**config.mk**
```make
export PLATFORM = sky130hd
export DESIGN_NAME = datapath_seq_flat
export DESIGN_NICKNAME = d
export VERILOG_FILES = /design/src/rtl/datapath_seq_if.sv /design/src/rtl/datapath_seq.sv /design/src/flat_wrapper.sv
export SDC_FILE = /design/constraint.sdc
export NUM_CORES = 2
export LEC_CHECK = 0
export ABC_CLOCK_PERIOD_IN_PS = 6500
export CORE_ASPECT_RATIO = 0.75
export CORE_MARGIN = 2
export CORE_UTILIZATION = 30
export DETAILED_ROUTE_END_ITERATION = 7
export REMOVE_ABC_BUFFERS = 1
export SLEW_MARGIN = 20
export SYNTH_ARGS = -nofsm -noshare
export SYNTH_HDL_FRONTEND = slang
export SYNTH_SLANG_ARGS = --single-unit
```
**constraint.sdc**
```tcl
create_clock -name Clock -period 6.5 [get_ports Clock]
set_input_delay 1.3 -clock Clock [delete_from_list [all_inputs] [get_ports Clock]]
set_output_delay 1.3 -clock Clock [all_outputs]
set_load 0.02 [all_outputs]
```
**src/rtl/datapath_seq_if.sv**
```systemverilog
`default_nettype none
// ============================================================================
// Module  : datapath_seq_if
// Brief   : Micro-op handshake, completion and debug-tap bundle for datapath_seq.
// Revision: 1.0 - initial release
// ============================================================================
interface datapath_seq_if #(
    parameter int DW  = 16,
    parameter int RAW = 4,
    parameter int DAW = 8
);
    logic           Op_valid;
    logic           Op_ready;
    logic [1:0]     Op_code;
    logic [DAW-1:0] D_addr;
    logic [RAW-1:0] RF_W_addr;
    logic [RAW-1:0] RF_Ra_addr;
    logic [RAW-1:0] RF_Rb_addr;
    logic [2:0]     Alu_s;
    logic           Done;
    logic [1:0]     Flags;
    logic [DW-1:0]  ALU_A;
    logic [DW-1:0]  ALU_B;
    logic [DW-1:0]  ALU_Out;
    logic [DW-1:0]  RQ0;
    logic [DW-1:0]  Mux_out;

    modport master (
        output Op_valid, Op_code, D_addr, RF_W_addr, RF_Ra_addr, RF_Rb_addr, Alu_s,
        input  Op_ready, Done, Flags, ALU_A, ALU_B, ALU_Out, RQ0, Mux_out
    );

    modport slave (
        input  Op_valid, Op_code, D_addr, RF_W_addr, RF_Ra_addr, RF_Rb_addr, Alu_s,
        output Op_ready, Done, Flags, ALU_A, ALU_B, ALU_Out, RQ0, Mux_out
    );
endinterface
`default_nettype wire

```
**src/rtl/datapath_seq.sv**
```systemverilog
`default_nettype none
// ============================================================================
// Module  : datapath_seq
// Brief   : Sequenced datapath - register file, data RAM, writeback mux and
//           8-function ALU, one micro-op at a time over valid/ready.
// Revision: 1.0 - initial release
// ============================================================================
module datapath_seq #(
    parameter int DW       = 16,
    parameter int RAW      = 4,
    parameter int DAW      = 8,
    parameter int ZERO_REG = 0
) (
    input wire            Clock,
    input wire            Reset,
    datapath_seq_if.slave bus
);

    localparam logic [1:0] C_OP_LOAD  = 2'b01;
    localparam logic [1:0] C_OP_STORE = 2'b10;
    localparam logic [1:0] C_OP_ALU   = 2'b11;
    localparam bit         C_ZERO_REG = (ZERO_REG != 0);
    localparam int         C_RF_DEPTH = 2 ** RAW;
    localparam int         C_RAM_DEPTH = 2 ** DAW;

    typedef enum logic [1:0] {
        S_IDLE = 2'd0,
        S_EX   = 2'd1,
        S_MEM  = 2'd2,
        S_LDWB = 2'd3
    } state_t;

    state_t         state_q, state_d;
    logic [1:0]     code_q, code_d;
    logic [DAW-1:0] daddr_q, daddr_d;
    logic [RAW-1:0] waddr_q, waddr_d;
    logic [2:0]     alus_q, alus_d;
    logic [DW-1:0]  alu_a_q, alu_a_d;
    logic [DW-1:0]  alu_b_q, alu_b_d;
    logic [DW-1:0]  alu_out_q, alu_out_d;
    logic [DW-1:0]  mux_out_q, mux_out_d;
    logic [1:0]     flags_q, flags_d;
    logic           done_q, done_d;

    logic [DW-1:0]  rf_q [C_RF_DEPTH];
    logic [DW-1:0]  rf_d [C_RF_DEPTH];
    logic [DW-1:0]  ram [C_RAM_DEPTH];
    logic [DW-1:0]  ram_rdata_q;

    logic           ram_we;
    logic           rf_we;
    logic [DW-1:0]  rf_wdata;
    logic [DW-1:0]  rd_a, rd_b;
    logic [DW:0]    alu_full;
    logic [DW-1:0]  alu_res;
    logic           alu_c;

    always_comb begin
        rd_a = rf_q[bus.RF_Ra_addr];
        rd_b = rf_q[bus.RF_Rb_addr];
        if (C_ZERO_REG && bus.RF_Ra_addr == '0) rd_a = '0;
        if (C_ZERO_REG && bus.RF_Rb_addr == '0) rd_b = '0;
    end

    // Carry/borrow lands in the extra top bit; logic ops leave it 0.
    always_comb begin
        alu_full = '0;
        case (alus_q)
            3'b000:  alu_full = {1'b0, alu_a_q} + {1'b0, alu_b_q};
            3'b001:  alu_full = {1'b0, alu_a_q} - {1'b0, alu_b_q};
            3'b010:  alu_full = {1'b0, alu_a_q & alu_b_q};
            3'b011:  alu_full = {1'b0, alu_a_q | alu_b_q};
            3'b100:  alu_full = {1'b0, alu_a_q ^ alu_b_q};
            3'b101:  alu_full = {1'b0, ~alu_a_q};
            3'b110:  alu_full = {alu_a_q, 1'b0};
            default: alu_full = {1'b0, alu_a_q};
        endcase
    end

    assign alu_res = alu_full[DW-1:0];
    assign alu_c   = alu_full[DW];

    always_comb begin
        state_d   = state_q;
        code_d    = code_q;
        daddr_d   = daddr_q;
        waddr_d   = waddr_q;
        alus_d    = alus_q;
        alu_a_d   = alu_a_q;
        alu_b_d   = alu_b_q;
        alu_out_d = alu_out_q;
        mux_out_d = mux_out_q;
        flags_d   = flags_q;
        done_d    = 1'b0;
        rf_we     = 1'b0;
        rf_wdata  = alu_res;
        ram_we    = 1'b0;
        case (state_q)
            S_IDLE: begin
                if (bus.Op_valid) begin
                    code_d  = bus.Op_code;
                    daddr_d = bus.D_addr;
                    waddr_d = bus.RF_W_addr;
                    alus_d  = bus.Alu_s;
                    alu_a_d = rd_a;
                    alu_b_d = rd_b;
                    state_d = (bus.Op_code == C_OP_LOAD) ? S_MEM : S_EX;
                end
            end
            S_EX: begin
                done_d  = 1'b1;
                state_d = S_IDLE;
                ram_we  = (code_q == C_OP_STORE);
                if (code_q == C_OP_ALU) begin
                    rf_we     = 1'b1;
                    alu_out_d = alu_res;
                    mux_out_d = alu_res;
                    flags_d   = {alu_c, (alu_res == '0)};
                end
            end
            S_MEM: begin
                state_d = S_LDWB;
            end
            S_LDWB: begin
                done_d    = 1'b1;
                state_d   = S_IDLE;
                rf_we     = 1'b1;
                rf_wdata  = ram_rdata_q;
                mux_out_d = ram_rdata_q;
            end
            default: begin
                state_d = S_IDLE;
            end
        endcase
    end

    always_comb begin
        rf_d = rf_q;
        if (rf_we && !(C_ZERO_REG && waddr_q == '0)) rf_d[waddr_q] = rf_wdata;
    end

    always_ff @(posedge Clock) begin
        if (!Reset) begin
            state_q   <= S_IDLE;
            code_q    <= '0;
            daddr_q   <= '0;
            waddr_q   <= '0;
            alus_q    <= '0;
            alu_a_q   <= '0;
            alu_b_q   <= '0;
            alu_out_q <= '0;
            mux_out_q <= '0;
            flags_q   <= '0;
            done_q    <= 1'b0;
            for (int i = 0; i < C_RF_DEPTH; i++) rf_q[i] <= '0;
        end else begin
            state_q   <= state_d;
            code_q    <= code_d;
            daddr_q   <= daddr_d;
            waddr_q   <= waddr_d;
            alus_q    <= alus_d;
            alu_a_q   <= alu_a_d;
            alu_b_q   <= alu_b_d;
            alu_out_q <= alu_out_d;
            mux_out_q <= mux_out_d;
            flags_q   <= flags_d;
            done_q    <= done_d;
            rf_q      <= rf_d;
        end
    end

    // RAM keeps its contents through reset; only a pending store is dropped.
    always_ff @(posedge Clock) begin
        if (ram_we && Reset) ram[daddr_q] <= alu_a_q;
        ram_rdata_q <= ram[daddr_q];
    end

    assign bus.Op_ready = (state_q == S_IDLE);
    assign bus.Done     = done_q;
    assign bus.Flags    = flags_q;
    assign bus.ALU_A    = alu_a_q;
    assign bus.ALU_B    = alu_b_q;
    assign bus.ALU_Out  = alu_out_q;
    assign bus.Mux_out  = mux_out_q;

    generate
        if (C_ZERO_REG) begin : g_rq0_zero
            assign bus.RQ0 = '0;
        end else begin : g_rq0_rf
            assign bus.RQ0 = rf_q[0];
        end
    endgenerate

endmodule
`default_nettype wire
```
**src/flat_wrapper.sv**
```systemverilog
// flat-port wrapper written by rule: the top's interface ports become plain ports
module datapath_seq_flat 
#(
    parameter int DW       = 16,
    parameter int RAW      = 4,
    parameter int DAW      = 8,
    parameter int ZERO_REG = 0
)
  (Clock, Reset, bus_Op_valid, bus_Op_code, bus_D_addr, bus_RF_W_addr, bus_RF_Ra_addr, bus_RF_Rb_addr, bus_Alu_s, bus_Op_ready, bus_Done, bus_Flags, bus_ALU_A, bus_ALU_B, bus_ALU_Out, bus_RQ0, bus_Mux_out);
  datapath_seq_if #(.DW(DW), .RAW(RAW), .DAW(DAW)) bus_i ();
  input wire Clock;
  input wire Reset;
  input wire logic [$bits(bus_i.Op_valid)-1:0] bus_Op_valid;
  input wire logic [$bits(bus_i.Op_code)-1:0] bus_Op_code;
  input wire logic [$bits(bus_i.D_addr)-1:0] bus_D_addr;
  input wire logic [$bits(bus_i.RF_W_addr)-1:0] bus_RF_W_addr;
  input wire logic [$bits(bus_i.RF_Ra_addr)-1:0] bus_RF_Ra_addr;
  input wire logic [$bits(bus_i.RF_Rb_addr)-1:0] bus_RF_Rb_addr;
  input wire logic [$bits(bus_i.Alu_s)-1:0] bus_Alu_s;
  output wire logic [$bits(bus_i.Op_ready)-1:0] bus_Op_ready;
  output wire logic [$bits(bus_i.Done)-1:0] bus_Done;
  output wire logic [$bits(bus_i.Flags)-1:0] bus_Flags;
  output wire logic [$bits(bus_i.ALU_A)-1:0] bus_ALU_A;
  output wire logic [$bits(bus_i.ALU_B)-1:0] bus_ALU_B;
  output wire logic [$bits(bus_i.ALU_Out)-1:0] bus_ALU_Out;
  output wire logic [$bits(bus_i.RQ0)-1:0] bus_RQ0;
  output wire logic [$bits(bus_i.Mux_out)-1:0] bus_Mux_out;
  assign bus_i.Op_valid = bus_Op_valid;
  assign bus_i.Op_code = bus_Op_code;
  assign bus_i.D_addr = bus_D_addr;
  assign bus_i.RF_W_addr = bus_RF_W_addr;
  assign bus_i.RF_Ra_addr = bus_RF_Ra_addr;
  assign bus_i.RF_Rb_addr = bus_RF_Rb_addr;
  assign bus_i.Alu_s = bus_Alu_s;
  assign bus_Op_ready = bus_i.Op_ready;
  assign bus_Done = bus_i.Done;
  assign bus_Flags = bus_i.Flags;
  assign bus_ALU_A = bus_i.ALU_A;
  assign bus_ALU_B = bus_i.ALU_B;
  assign bus_ALU_Out = bus_i.ALU_Out;
  assign bus_RQ0 = bus_i.RQ0;
  assign bus_Mux_out = bus_i.Mux_out;
  datapath_seq #(.DW(DW), .RAW(RAW), .DAW(DAW), .ZERO_REG(ZERO_REG)) u_core (.Clock(Clock), .Reset(Reset), .bus(bus_i));
endmodule
```
## Word level (Yosys, flattened, before mapping)

Memories as Yosys holds them, arrays and structs flattened. A register that Yosys moved wholly into a read port is not among the register bits.
Index checks and enable logic that the tools add are counted.

- Register bits after elaboration: 342
- Bits in writable memories: 4096
- Memories kept: 1
- Input bits: 28
- Word-level logic and storage cells: 87
- Output and inout bits: 84

- Reduce and logical (&&, ||, !) cells: 10
- Magnitude comparators: 4
- Add/sub/neg operators: 2
- Bitwise logic cells: 7
- Equality and inequality tests: 14
- Mux-type cells: 22

Memories:

| name | depth | width | read ports | clocked after Yosys merged registers in | wr ports | line | source |
|---|---|---|---|---|---|---|---|
| u_core.ram | 256 | 16 | 1 | 1 | 1 | datapath_seq.sv:47 | `logic [DW-1:0] ram [C_RAM_DEPTH];` |

Operators by type and width:

| cell | count |
|---|---|
| bitwise mux 256 bit | 1 |
| binary-select mux 16 bit (select 4 bit) | 2 |
| case mux 17 bit (7 select lines) | 1 |
| two-way mux 16 bit | 7 |
| demux 16 bit (select 4 bit) | 1 |
| case mux 16 bit (2 select lines) | 1 |
| adder 16 x 16 -> 17 bit | 1 |
| subtractor 16 x 16 -> 17 bit | 1 |
| AND 16 bit | 1 |
| logical NOT 16 bit | 1 |
| NOT 16 bit | 1 |
| OR 16 bit | 1 |
| XOR 16 bit | 1 |
| greater-or-equal comparator 5 bit (second input constant) | 3 |
| NOT 4 -> 5 bit | 3 |
| == test 3 bit (second input constant) | 3 |
| == test 2 bit (second input constant) | 4 |
| == test 3 x 2 -> 1 bit (second input constant) | 2 |
| case mux 2 bit (3 select lines) | 1 |
| AND reduction 2 bit | 3 |
| < comparator 5 x 1 -> 1 bit (second input constant) | 1 |
| two-way mux 1 bit | 5 |
| == test 2 x 1 -> 1 bit (second input constant) | 2 |
| two-way mux 2 bit | 2 |
| other kinds (9) | 10 |

## Longest topological paths before layout

- Depth in word-level cells: 6
- Mapped depth: 18
- Gate-level depth less buffers: 16

## Least setup slack after synthesis

Ideal clock, no wire load.

- Path kind: register -> register
- Start point: register u_core.alu_a_q[1] (netlist: u_core.bus.ALU_A[1])
- End point: register u_core.rf_q[104] in the netlist's numbering
- Stages on the path, launching flop included: 13
- Arrival time: 6577 ps
- Period minus slack after synthesis: 6652 ps
- Path buffers: 1
- Slack: -152 ps
- Required time: 6424 ps
- Setup time: 76 ps
- Path through: dfxtp_1 > inv_1 > fa_1 > nor2b_1 > o31a_1 > o31ai_1 > mux2_2 > o21ai_0 > nor2_1 > nor2_1 > clkbuf_1 > nand2_1 > a21boi_0

- Cells in the longest elaborated chain, start to end: 4
- Elaborated cells on any way between the ends: 5
- Classes of those cells: add/sub: 2; mux: 3

RTL lines:

| element | line | source |
|---|---|---|
| from (decl) | datapath_seq.sv:38 | `logic [DW-1:0] alu_a_q, alu_a_d;` |
| from (signal assigned) | datapath_seq.sv:162 | `alu_a_q <= alu_a_d;` |
| subtractor 16 x 16 -> 17 bit or adder 16 x 16 -> 17 bit (tied branches) | datapath_seq.sv:70, datapath_seq.sv:69 |  |
| case mux 17 bit (7 select lines) * | datapath_seq.sv:68 | `case (alus_q)` |
| two-way mux 16 bit * | datapath_seq.sv:98 | `case (state_q)` |
| bitwise mux 256 bit * | datapath_seq.sv:139 | `if (rf_we && !(C_ZERO_REG && waddr_q == '0)) rf_d[waddr_q] = rf_wdata;` |
| to (signal assigned) | datapath_seq.sv:168 | `rf_q <= rf_d;` |
| to (decl) | datapath_seq.sv:45 | `logic [DW-1:0] rf_q [C_RF_DEPTH];` |

Mark *: on every way between the ends. The rest lies on a longest branch, timed or not.
A chain may end at the register's enable or synchronous reset.

==> flow_summary.json <==
{
  "worstHoldPathType": "register to register",
  "synth.distinct_cells": 66,
  "cellLeakagePower_nw": 52.8,
  "power_density_mw_per_mm2": 283,
  "instances_no_fill": 16900,
  "grt_antenna_before_repair": 65,
  "synthXorXnorAreaFrac_pct": 0.154,
  "cts_setup_buffers": 0,
  "clk_latency_ns": 0.98,
  "synth_top_family_by_area": "multiplexers",
  "ys.flop_type": "edfxtp_1",
  "cts-root-buf": "clkbuf_16",
  "num-nets-final": 8823,
  "crit_path_end_kind": "register",
  "drt-total-wl_microns": 524000,
  "cts_buffers": 405,
  "start_util_pct": 30.1,
  "grt_pass1_wl_microns": 722000,
  "ant_nets": 0,
  "grt_pass1_vias": 88400,
  "pin_count": 112,
  "outcome": "complete, no violations",
  "routed_via_density": 5.40,
  "fp.dieW_microns": 888,
  "ctsHoldBuffers": 0,
  "cts_tree": "built",
  "synth_fa_ha_area_share_pct": 0.360,
  "dr.pass1.iters": 8,
  "yosysMostFrequentCell": "edfxtp_1",
  "setup_violations": 0,
  "cts_sinks": 4454,
  "finalCriticalPeriod_ns": 5.20,
  "grt.overflow.total": 0,
  "htree_levels": 5,
  "portBuffers": 111,
  "post_drt_wl_per_cell_microns": 31.0,
  "synth_top_cell_by_area": "edfxtp_1",
  "fmax_ghz": 0.192,
  "clkTransAtPathRegs_ns": 0.07,
  "slew_headroom_pct": 16.1,
  "synthCells": 8374,
  "drv_cap": 0,
  "worstSetupStartpoint": "u_core.daddr_q[0]",
  "yosys_warnings": 0,
  "seq_area_frac_synth_pct": 74.0,
  "grt_max_degree": 141,
  "worstMarginPinSlew_ns": 1.26,
  "vdd_ir_drop_max_v": 0.000217,
  "period_share_pct": 80.1,
  "final_area_sq_mm": 0.202,
  "slew_viol_final": 0,
  "rsz0062_at_grt": "no",
  "worstPathRequired_ns": 7.29,
  "synth_mux_area_share_pct": 18.9,
  "synth_compound_area_share_pct": 2.29,
  "synth_top_area_share_pct": 69.9,
  "fill_cells": 53600,
  "post-route-util_pct": 34.5,
  "min-delay-start": "u_core.code_q[1]",
  "crit_type": "register to register",
  "final.setup.tns_ns": 0,
  "worstPathArrival_ns": 6.00,
  "coreArea_sq_mm": 0.584,
  "cts-resized-gates": 0,
  "die_area_sq_mm": 0.593,
  "chipHeight_microns": 667,
  "grtUsageTotal_pct": 17.1,
  "r2r_start": "u_core.daddr_q[0]",
  "async_flop_share_pct": 0,
  "fin_skew_ns": 0.0747,
  "syn_area_sq_mm": 0.176,
  "areaGrowthSynthToFinish_pct": 14.6,
  "synth_commonest_cells": "edfxtp_1 (4096), mux4_2 (1456), nand2_1 (569)",
  "startpoint_type": "register",
  "hold_violations": 0,
  "synthSimpleGateAreaFrac_pct": 2.81,
  "synth_area_leaders": "edfxtp_1 (70%), mux4_2 (19%), dfxtp_1 (4.1%)",
  "drtIter0Drc": 14700,
  "dp_hpwl_microns": 332000,
  "dp.cells": 16200,
  "num_vias": 91400,
  "synth_edf_count": 4096,
  "ys_ff_latch": 4454,
  "place.gp.congestion": 0.900,
  "path_max_fanout": 36,
  "place_area_sq_mm": 0.189,
  "cts_buffer_depth": 4,
  "drc_errors": 0,
  "fp-row-count": 243,
  "avgSynthCellArea_sq_um": 21.0,
  "drive_above_1_share_pct": 30.5
}
-- state kept, by name, summed over array words and instances (netlist names), 3 cells and up --
register and flops:
u_core.alus_q 3, u_core.bus.ALU_A 16, u_core.bus.ALU_B 16, u_core.bus.ALU_Out 16, u_core.bus.Mux_out 16, u_core.bus.RQ0 16, u_core.daddr_q 8, u_core.ram 4096
u_core.ram_rdata_q 16, u_core.rf_q 240, u_core.waddr_q 4
-- cell type report --
type / count / area [sq um] / area share [%]
diodes: 18 / 45.0 / 0.0223
inverters: 42 / 158 / 0.0782
well taps: 7840 / 9810 / 4.86
multi-input cells: 3345 / 44000 / 21.8
clock buffers: 483 / 10600 / 5.28
repair buffers: 497 / 4500 / 2.23
flip-flops and latches: 4454 / 130000 / 64.6
clock inverters: 249 / 2210 / 1.10
-- per-layer routing --
metal	global-route usage [%]	up-vias	routed length (microns)
li1	-	35500	-
met1	25.1	49300	214000
met2	24.3	5820	223000
met3	5.83	736	72000
met4	4.20	26	14200
met5	0.422	-	333
-- logic make-up after synthesis --
logic type      count (synthesis)
compound gates                573
xor+xnor                       31
fa+ha+maj                      50
buf+inv                       575
flops                        4454
mux                          1494
simple gates                 1197
-- path summary, 6_finish.rpt --
check | slack [ns] | end | cells after the start
worst max-delay path | 1.30 | u_core.ram_rdata_q[9] | 9
worst min-delay path | 0.47 | u_core.code_q[1] | 2
worst max register to register | 1.30 | u_core.ram_rdata_q[9] | 9
worst min register to register | 0.47 | u_core.code_q[1] | 2
-- worst max-delay path, cell delays in order, from the launching register on --
cell and delay (ns):
dfxtp_4 0.99, buf_12 0.35, buf_12 0.31, buf_4 0.34, mux4_2 0.56, mux4_2 0.54
a22oi_1 0.88, nand4_1 0.15, a21oi_1 0.49, o21ai_0 0.29
-- cell usage in the layout (no fill, tap or decap), types with 41 or more instances in the layout --
cell type	instances
clkinv_2	89
clkbuf_1	64
nand3_1	94
a21oi_1	44
clkbuf_16	412
nor2_2	234
a21boi_0	204
nand2_1	557
inv_1	41
ha_1	49
mux4_2	1456
clkinv_1	92
nor2_1	137
dfxtp_1	334
o21ai_0	124
a22oi_1	53
clkdlybuf4s50_1	106
buf_4	347
edfxtp_1	4096
-- report_power, final --
part	total (W)	switching [W]	leakage, nW	internal [W]
Clock	0.0238	0.0107	6.34	0.0131
Sequential	0.0310	0.000149	34.2	0.0308
Combinational	0.00228	0.00142	12.3	0.000858
Total	0.0571	0.0122	52.8	0.0448
-- per-stage QoR --
stage / setup WS [ns] / total power (W) / hold slack, ns
floorplan: -50.49 / 0.0344 / 0.439
global placement: 1.54 / 0.0338 / 0.459
detailed placement: 1.54 / 0.0338 / 0.466
CTS: 1.52 / 0.0573 / 0.475
global route: 1.19 / 0.0585 / 0.502
finish: 1.30 / 0.0571 / 0.472
(Power assumes the default switching activity.)
